File: src/rtl/aes_round_sequencer.sv
// -----------------------------------------------------------------------------
// aes_round_sequencer
//
// Master sequencer for the AES-256 encryption core. It walks the round counter
// 0..NR and, inside each round, the step counter 0..STEPS-1. From these it
// derives the key-expansion round constant and the per-round control strobes.
// A block is started by a start handshake and is finished by a one-cycle done
// pulse. All outputs are registered.
//
// Optional feature macro: SEQ_STALL_EN
//   defined   : the stall port exists and freezes the sequence while high in RUN
//   undefined : no stall port; the sequence always runs to completion
//
// Ports
//   clk        in   1  global clock
//   reset      in   1  synchronous active-high reset, highest priority
//   start      in   1  begin a block (sampled only in IDLE)
//   abort      in   1  cancel the block in progress (RUN only)
//   stall      in   1  freeze the sequence (only with SEQ_STALL_EN)
//   busy       out  1  high while in RUN
//   done       out  1  one-cycle completion pulse
//   rnd_cnt    out  4  current round 0..NR
//   step       out  3  current step 0..STEPS-1
//   key_load   out  1  busy && round 0 && step 0
//   mix_en     out  1  busy && 0 < round < NR (MixColumns enable)
//   last_round out  1  busy && round == NR
//   rc         out  8  key-expansion round constant
// -----------------------------------------------------------------------------
module aes_round_sequencer #(
    parameter int NR    = 14,
    parameter int STEPS = 5
) (
    input  logic       clk,
    input  logic       reset,
    input  logic       start,
    input  logic       abort,
`ifdef SEQ_STALL_EN
    input  logic       stall,
`endif
    output logic       busy,
    output logic       done,
    output logic [3:0] rnd_cnt,
    output logic [2:0] step,
    output logic       key_load,
    output logic       mix_en,
    output logic       last_round,
    output logic [7:0] rc
);

    localparam logic [3:0] LAST_RND  = 4'(NR);
    localparam logic [2:0] LAST_STEP = 3'(STEPS - 1);

    typedef enum logic [1:0] {
        IDLE = 2'd0,
        RUN  = 2'd1,
        DONE = 2'd2
    } state_t;

    state_t     state_r;
    state_t     state_s;
    logic [3:0] rnd_s;
    logic [2:0] step_s;
    logic [7:0] rc_s;
    logic       stall_s;

`ifdef SEQ_STALL_EN
    assign stall_s = stall;
`else
    assign stall_s = 1'b0;
`endif

    // Round constant after advancing into round r: 01 entering round 1,
    // doubled entering every later odd round, held otherwise.
    function automatic logic [7:0] next_rc(input logic [3:0] r, input logic [7:0] cur);
        logic [7:0] res;
        if (r[0] == 1'b0) begin
            res = cur;
        end else if (r == 4'd1) begin
            res = 8'h01;
        end else begin
            res = {cur[6:0], 1'b0};
        end
        return res;
    endfunction

    // Next-state and next-counter computation for the sequencer.
    always_comb begin
        state_s = state_r;
        rnd_s   = rnd_cnt;
        step_s  = step;
        rc_s    = rc;
        case (state_r)
            IDLE: begin
                // start wins over abort here; abort has no meaning in IDLE
                if (start) begin
                    state_s = RUN;
                end else begin
                    state_s = IDLE;
                end
                rnd_s  = 4'd0;
                step_s = 3'd0;
                rc_s   = 8'h00;
            end
            RUN: begin
                if (abort) begin
                    state_s = IDLE;
                    rnd_s   = 4'd0;
                    step_s  = 3'd0;
                    rc_s    = 8'h00;
                end else if (stall_s) begin
                    state_s = RUN;
                end else if ((rnd_cnt == LAST_RND) && (step == LAST_STEP)) begin
                    // counters hold their final values while done is shown
                    state_s = DONE;
                end else if (step < LAST_STEP) begin
                    step_s = step + 3'd1;
                end else begin
                    step_s = 3'd0;
                    rnd_s  = rnd_cnt + 4'd1;
                    rc_s   = next_rc(rnd_cnt + 4'd1, rc);
                end
            end
            DONE: begin
                state_s = IDLE;
                rnd_s   = 4'd0;
                step_s  = 3'd0;
                rc_s    = 8'h00;
            end
            default: begin
                state_s = IDLE;
                rnd_s   = 4'd0;
                step_s  = 3'd0;
                rc_s    = 8'h00;
            end
        endcase
    end

    // State, counter and decoded-strobe registers.
    always_ff @(posedge clk) begin
        if (reset) begin
            state_r    <= IDLE;
            rnd_cnt    <= 4'd0;
            step       <= 3'd0;
            rc         <= 8'h00;
            busy       <= 1'b0;
            done       <= 1'b0;
            key_load   <= 1'b0;
            mix_en     <= 1'b0;
            last_round <= 1'b0;
        end else begin
            state_r    <= state_s;
            rnd_cnt    <= rnd_s;
            step       <= step_s;
            rc         <= rc_s;
            busy       <= (state_s == RUN);
            done       <= (state_s == DONE);
            key_load   <= (state_s == RUN) && (rnd_s == 4'd0) && (step_s == 3'd0);
            mix_en     <= (state_s == RUN) && (rnd_s != 4'd0) && (rnd_s < LAST_RND);
            last_round <= (state_s == RUN) && (rnd_s == LAST_RND);
        end
    end

endmodule
File: config.mk
export PLATFORM = sky130hd
export DESIGN_NAME = aes_round_sequencer
export DESIGN_NICKNAME = d
export VERILOG_FILES = /design/src/rtl/aes_round_sequencer.sv
export SDC_FILE = /design/constraint.sdc
export NUM_CORES = 1
export LEC_CHECK = 0
export BUFFER_PORTS_ARGS = -buffer_cell sky130_fd_sc_hd__buf_2
export CAP_MARGIN = 0
export CORE_MARGIN = 4
export CORE_UTILIZATION = 45
export DETAILED_ROUTE_END_ITERATION = 12
export MAX_ROUTING_LAYER = met4
export PLACE_DENSITY = 0.68
export SYNTH_ARGS = -nofsm -noshare
export SYNTH_HDL_FRONTEND = slang
export SYNTH_SLANG_ARGS = --single-unit
File: constraint.sdc
create_clock -name clk -period 3 [get_ports clk]
set_input_delay 0 -clock clk [delete_from_list [all_inputs] [get_ports clk]]
set_output_delay 0 -clock clk [all_outputs]
set_load 0.02 [all_outputs]
======== After elaboration in Yosys (flattened, before gate mapping) ========
Cells that the tools add are included.
storage, ports and cells
  output and inout port bits .............. 20
  register bits after elaboration ......... 22
  input bits .............................. 4
operators by class
  add/sub/neg operators ................... 2
  muxes and demuxes ....................... 13
  reduce and logical (&&, ||, !) cells .... 12
  eq/ne operators ......................... 7
  magnitude comparators ................... 2
  bitwise logic cells ..................... 3
operator list
  kind                 number
  $mux 4               4
  $mux 3               4
  $eq 4x4->1 const B   2
  $mux 8               1
  $logic_and 1x1->1    6
  $add 4x1->4 const B  1
  $eq 2x1->1 const B   2
  $eq 4x1->1 const B   1
  $logic_not 4->1      1
  $lt 4x4->1 const B   1
  $mux 2               2
  $pmux 2 s2           1
  $reduce_bool 4->1    1
  $add 3x1->3 const B  1
  $eq 3x3->1 const B   1
  $logic_not 3->1      1
  $lt 3x3->1 const B   1
  $not 1->1            3
  $reduce_and 3->1     1
  $reduce_or 3->1      1
  $eq 2x2->1 const B   1
  $logic_not 2->1      1
  $mux 1               1

======== Longest topological paths before layout ========
Gate-level depths: netlist (run 1).
  depth in word-level cells ............... 8
  mapped depth ............................ 7
  depth with buffers taken out ............ 7

======== Least setup slack after synthesis (run 1) ========
OpenSTA, ideal clock, no wires.
  kind .................................... register to register
  start point ............................. register rnd_cnt[0]
  end point ............................... register mix_en
  slack ................................... 1.217 ns
  arrival ................................. 1.654 ns
  cell stages (with the launch flop) ...... 8
  library setup time ...................... 0.129 ns
  data required time ...................... 2.871 ns
  period minus slack after synthesis ...... 1.783 ns
  cells stage by stage .................... dfxtp_1 -> inv_1 -> ha_1 -> nand4_2 -> nand2_2 -> mux2i_1 -> o41ai_1 -> a21oi_1
on the way
  word-level cells in the longest chain between the ends .. 8
RTL lines
  what                                                                 RTL line  source
  start: declaration                                                   42        output logic [3:0] rnd_cnt,
  start signal: assignment                                             152       rnd_cnt <= rnd_s;
  parallel branches: the longest is 7 deep, another holds $add 4x1->4  n/a
  $logic_and 1x1->1 (*)                                                158       mix_en <= (state_s == RUN) && (rnd_s != 4'd0) && (rnd_s < LAST_RND);
  end signal: assignment                                               158
  end: declaration                                                     45        output logic mix_en,
Mark *: on every way between the ends.
A chain may end at the register's enable or synchronous reset.

======== Final worst setup path (run 1) ========
  start point ............................. register rnd_cnt[0]
  end point ............................... register rnd_cnt[1]
on the way
  word-level cells in the longest chain between the ends .. 5
RTL lines
  what                                         RTL line  source
  $add 4x1->4 or $eq 4x4->1 (tied branches)    119, 112
  $mux 4 or $logic_and 1x1->1 (tied branches)  115, 112
  $mux 4 (*)                                   112       end else if ((rnd_cnt == LAST_RND) && (step == LAST_STEP)) begin
  $mux 4 (*)                                   105       if (abort) begin
  $mux 4 (*)                                   92        case (state_r)
Mark *: on every way between the ends. The rest lies on a longest branch, timed or not.

==> impl_metrics.json, run 1 <==
{
  "worst_hold_path_type": "in -> reg",
  "cp-end-kind": "flop",
  "synth.area.mux_share_pct": 0.9535,
  "setup_viol_count_final": 0,
  "detail_route.first_pass.iterations": 4,
  "synthFlopType": "dfxtp_1",
  "port_buffers": 23,
  "synth-simple-area-share_pct": 34.33,
  "synth_seq_area_share_pct": 41.95,
  "synth_top_family_by_area": "simple AND/OR/NAND/NOR gates",
  "ys_ff_latch": 22,
  "drive_above_1_share_pct": 26.39,
  "path_cells": "inv_1, ha_1, nand4_2, nand2_2, mux2i_1, nand2b_4, nor2_1, dlygate4sd3_1",
  "finalPower_uw": 456.9,
  "maxSlewViolCount": 0,
  "clkSlewWorstSetupHoldPaths_ns": 0.12,
  "synth-adder-area-share_pct": 5.959,
  "synth_compound_area_share_pct": 12.75,
  "fin_cells": 172,
  "io-pin-count": 24,
  "die_w_um": 56.30,
  "postSynthCellCount": 120,
  "clk_path_buf_depth": 2,
  "first_iter_violations": 12,
  "rsz0062_at_grt": "no",
  "coreArea_mm2": 0.002212,
  "synth-edff-count": 0,
  "syn_area_mm2": 0.001050,
  "setup_tns_ns": 0,
  "grt_pass1_wl_um": 3864,
  "drc": 0,
  "wire_per_inst_um": 12.27,
  "cts_resized": 0,
  "synth_area_leaders": "dfxtp_1 42%, nand3_1 10%, ha_1 6.0%",
  "clock.fmax_mhz": 428.6,
  "async_reset_ff_share_pct": 0,
  "cts-buffers-inserted": 3,
  "crit_buf_inv": 2,
  "cts.sinks": 22,
  "root_buffer": "clkbuf_4",
  "slowest_delay_ns": 0.54,
  "crit_required_ns": 3.21,
  "crit_family": "buffers and inverters",
  "slowest_stage": "dlygate4sd3_1",
  "vias_per_cell": 5.326,
  "tightest_slew_ns": 0.8196,
  "area_delta_synth_final_pct": 16.09,
  "avgSynthCellArea_um2": 8.748,
  "antenna_found_initial": 0,
  "crit_type": "reg -> reg",
  "synth_top_area_share_pct": 41.95,
  "placed_cells": 167,
  "syn_nets": 129,
  "slew_headroom_pct": 45.06,
  "period_share_pct": 77.78,
  "routed-via-count": 916,
  "post-synth-top-count-cell": "dfxtp_1",
  "grt_overflow": 0,
  "yosys_warnings": 0,
  "ctsHtreeMaxLevel": 1,
  "first_global_vias": 864,
  "cp.arrival_ns": 2.54,
  "hold_viol_final": 0,
  "r2r_setup_slack_ns": 0.67,
  "power_leakage_nw": 0.5351,
  "dieHeight_um": 56.30,
  "antenna_left": 0,
  "cts_tree": "built",
  "outcome": "complete, no violations",
  "worstSkewPairLatency_ns": 0.31,
  "period_minus_slack_ns": 2.333,
  "n_antenna_cell": 0,
  "start_kind": "flop",
  "p_per_area_mw_per_mm2": 374.9,
  "row_count": 17,
  "layout_setup_ws_ns": 0.6667,
  "crit_fanout": 10,
  "ys_top_cells_by_count": "22 x dfxtp_1, 21 x nand3_1, 10 x nor2_1, 8 x nand2_1, 8 x o21ai_0",
  "place_congestion": 0.7607,
  "fin_util_pct": 55.09,
  "fin_skew_ns": 0.01176,
  "pre_cts_ws_ns": 1.183,
  "synth_top_area_cell": "dfxtp_1",
  "final_nets": 155,
  "irDropWorstVdd_mv": 0.3102,
  "ys_types": 38,
  "dieArea_mm2": 0.003170,
  "place_hpwl_um": 1582,
  "maxCapViolations": 0,
  "synth_xor_area_share_pct": 0,
  "start_util_pct": 47.45,
  "grt_usage_pct": 15.44,
  "grt_max_degree": 16,
  "routed_wl_um": 2111
}
layer usage:
layer	routed length, um	global-route usage [%]	part of all wire [%]	vias up
met3	125	4.598	5.9	4
met4	34	3.051	1.6	0
met1	913	18.57	43	412
met5	0	-	0	-
li1	-	-	-	478
met2	1038	25.71	49	22
layout by cell type, fill, tap and decap left out, types with 3 or more instances in the layout:
| master | instances |
|---|---|
| buf_2 | 23 |
| ha_1 | 5 |
| dfxtp_1 | 22 |
| nand2_1 | 8 |
| inv_1 | 5 |
| clkbuf_4 | 3 |
| nor2_1 | 10 |
| o21ai_0 | 8 |
| a21oi_1 | 6 |
| nand3_1 | 21 |
final timing paths:
path / startpoint / end / depth (start not counted)
min: start / key_load$_SDFF_PP0_ / 3
max: rnd_cnt[0]$_SDFF_PP0_ / rnd_cnt[1]$_SDFF_PP0_ / 8
min reg2reg: rc[7]$_SDFFE_PP0P_ / rc[7]$_SDFFE_PP0P_ / 2
max reg2reg: rnd_cnt[0]$_SDFF_PP0_ / rnd_cnt[1]$_SDFF_PP0_ / 8
power breakdown:
group	leakage, nW	internal [mW]	switching [mW]
Clock	0.0138	0.0469	0.0860
Sequential	0.178	0.296	0.00209
Combinational	0.343	0.0101	0.0160
per-stage QoR:
stage	area (um2)	hold WS [ns]
after floorplan	1050	0.07225
after global placement	1176	0.2215
after detailed placement	1176	0.2193
after CTS	1219	0.004505
after global routing	1219	0.01190
final	1219	0.01882
flip-flops by register name, summed over array words and instances (netlist names):
| name | cells |
|---|---|
| rc | 8 |
| rnd_cnt | 4 |
| step | 3 |
| state_r | 2 |
| busy | 1 |
| done | 1 |
| key_load | 1 |
| last_round | 1 |
| mix_en | 1 |
area by class of cell:
class / count / area [um2]
fill: 215 / 993.5
multi-input combinational: 89 / 566.8
sequential: 22 / 440.4
timing repair buffer: 25 / 135.1
tap: 28 / 35.03
clock buffer: 3 / 22.52
inverter: 5 / 18.77
worst reg2reg max path, stage by stage (launching register included):
cell and delay [ns]:
dfxtp_1 0.51, inv_1 0.13, ha_1 0.25, nand4_2 0.12, nand2_2 0.08, mux2i_1 0.35
nand2b_4 0.21, nor2_1 0.04, dlygate4sd3_1 0.54
what timing repair did:
item / in CTS / in global routing
setup buffers: 0 / 0
hold buffers: 2 / 0
endpoints found under the setup margin: 0 / 0
endpoints found under the hold margin: 2 / 0
logic make-up after synthesis:
family,after synthesis
AO/OA/AOI/OAI,23
flip-flops,22
multiplexers,1
AND/OR/NAND/NOR,60
adder cells (fa/ha/maj),5
buffers and inverters,9
Power figures use the tool's default switching activity.
==> inputs of run 2 (changes only) <==
Settings changed: PLACE_DENSITY 0.68 to 0.71.
Clock period 3 ns to 2.02 ns, I/O delays scaled along.
==> run 2 against run 1 <==
Net effect: via count is 1.1% higher; utilization increased by 0.057 points; critical path depth decreased by 2; worst setup slack worse by 0.42 ns; final area increased by 0.10%; combinational power rose by 55%; routed wire length increased by 7.4%; clock skew is 0.0080 ns lower; global-route usage is 0.60 points higher; final cell count unchanged; die area unchanged; flip-flop and latch count unchanged.
==> impl_metrics.json, run 2 (same netlist as run 1, synthesis figures left out) <==
{
  "outcome": "complete, no violations",
  "pre_cts_ws_ns": 0.1957,
  "min-delay-start": "start",
  "worst_hold_path_type": "in -> reg",
  "maxSlewViolCount": 0,
  "antenna_found_initial": 0,
  "reg2reg_to": "mix_en$_SDFF_PP0_",
  "design_area_mm2": 0.001220,
  "crit_fanout": 9,
  "layout_common_cells": "23 x buf_2, 21 x nand3_1, 21 x dfxtp_1",
  "place_congestion": 0.7595,
  "worstSkewPairLatency_ns": 0.30,
  "top_register": "rc",
  "area_delta_synth_final_pct": 16.21,
  "antenna_left": 0,
  "row_count": 17,
  "grt_pass1_wl_um": 4008,
  "maxCapViolations": 0,
  "grt_max_degree": 16,
  "setup_viol_count_final": 0,
  "hold_viol_final": 0,
  "p_per_area_mw_per_mm2": 553.3,
  "wire_per_inst_um": 13.18,
  "grt_usage_pct": 16.04,
  "cp-end-kind": "flop",
  "crit_required_ns": 2.21,
  "crit_type": "reg -> reg",
  "irDropWorstVdd_mv": 0.5414,
  "port_buffers": 23,
  "rsz0062_at_grt": "no",
  "ctsHtreeMaxLevel": 1,
  "io-pin-count": 24,
  "dieHeight_um": 56.30,
  "period_share_pct": 87.66,
  "tightest_slew_ns": 0.5141,
  "first_iter_violations": 16,
  "final_nets": 155,
  "clkSlewWorstSetupHoldPaths_ns": 0.11,
  "routed_wl_um": 2267,
  "rr_worst_depth": 6,
  "cts_tree": "built",
  "drc": 0,
  "start_util_pct": 47.45,
  "cts.sinks": 22,
  "root_buffer": "clkbuf_4",
  "min_path_cells": 3,
  "detail_route.first_pass.iterations": 4,
  "fin_skew_ns": 0.003782,
  "setup_tns_ns": 0,
  "slew_headroom_pct": 65.36,
  "dieArea_mm2": 0.003170,
  "period_minus_slack_ns": 1.771,
  "final_common_cell": "buf_2",
  "cp.arrival_ns": 1.97,
  "cts_setup_buffers": 0,
  "routed-via-count": 926,
  "cts-buffers-inserted": 3,
  "r2r-start": "rnd_cnt[1]$_SDFF_PP0_",
  "worstHoldEndpoint": "key_load$_SDFF_PP0_",
  "coreArea_mm2": 0.002212,
  "place_hpwl_um": 1656,
  "grt_overflow": 0,
  "r2r_setup_slack_ns": 0.25,
  "drive_above_1_share_pct": 28.47,
  "layout_setup_ws_ns": 0.2492,
  "largest_reg_flops": 8,
  "first_global_vias": 866,
  "reg.largest.list": "rc (8), rnd_cnt (4), step (3)",
  "power_leakage_nw": 0.5334,
  "n_antenna_cell": 0,
  "clock.fmax_mhz": 564.7,
  "die_w_um": 56.30,
  "fillers": 229,
  "vias_per_cell": 5.384,
  "start_kind": "flop",
  "placed_cell_area_mm2": 0.001184,
  "clk_path_buf_depth": 2
}
run 2: cell count changes in the layout (fill, tap and decap cells not counted):
cell	delta
nor2_2	+1
buf_4	+1
dfxtp_2	+1
dfxtp_1	-1
dlygate4sd3_1	-1
nor2_1	-1
run 2: critical path, stage by stage (launching register included):
cell,delay [ns]
dfxtp_1,0.50
ha_1,0.26
and3_1,0.21
nand4b_2,0.15
nand3_2,0.13
o41ai_1,0.34
a21oi_1,0.08
run 2: worst max path at each step:
stage	cells past startpoint	start	slack (ns)	endpoint
floorplan	7	rnd_cnt[0]$_SDFF_PP0_	0.24	mix_en$_SDFF_PP0_
global placement	7	rnd_cnt[0]$_SDFF_PP0_	0.30	mix_en$_SDFF_PP0_
detailed placement	7	rnd_cnt[0]$_SDFF_PP0_	0.20	mix_en$_SDFF_PP0_
CTS	7	rnd_cnt[0]$_SDFF_PP0_	0.16	rc[5]$_SDFFE_PP0P_
global route	6	rnd_cnt[1]$_SDFF_PP0_	0.007	rc[5]$_SDFFE_PP0P_
finish	6	rnd_cnt[1]$_SDFF_PP0_	0.25	mix_en$_SDFF_PP0_
run 2: cell type report:
cell class	instances	area, um2	share of cell area, %
multi-input combinational	89	569.3	46.67
sequential	22	441.7	36.21
timing repair buffer	25	132.6	10.87
tap	28	35.03	2.872
clock buffer	3	22.52	1.846
inverter	5	18.77	1.538
run 2: where the power goes:
part           total (mW)  internal (mW)  leakage, nW  switching (mW)
combinational      0.0406         0.0159        0.341          0.0247
sequential          0.442          0.439        0.178         0.00269
clock               0.193         0.0697       0.0138           0.123
run 2: repair_timing:
| item | 4_1_cts | 5_1_grt |
|---|---|---|
| hold buffers | 1 | 0 |
| hold endpoints to repair | 2 | 0 |
| setup endpoints to repair | 0 | 6 |
| resized for setup | 0 | 2 |
run 2: stage by stage:
| step | hold slack, ns | power (mW) | utilization [%] | cells |
|---|---|---|---|---|
| after detailed placement | 0.2317 | 0.4903 | 53.51 | 168 |
| after global placement | 0.2241 | 0.4897 | 53.51 | 168 |
| final | 0.008856 | 0.6750 | 55.15 | 172 |
| after CTS | 0.008664 | 0.6826 | 54.98 | 172 |
| after global routing | 0.01685 | 0.7081 | 55.15 | 172 |
| after floorplan | 0.07225 | 0.4778 | - | 120 |
run 2: metal layers:
layer  GRT usage [%]  up-vias  share of wire, %
met4           3.051        0              0.62
met5               -        -                 0
li1                -      475                 -
met1           18.58      426                44
met3           5.057        2               5.5
met2           27.38       23                49
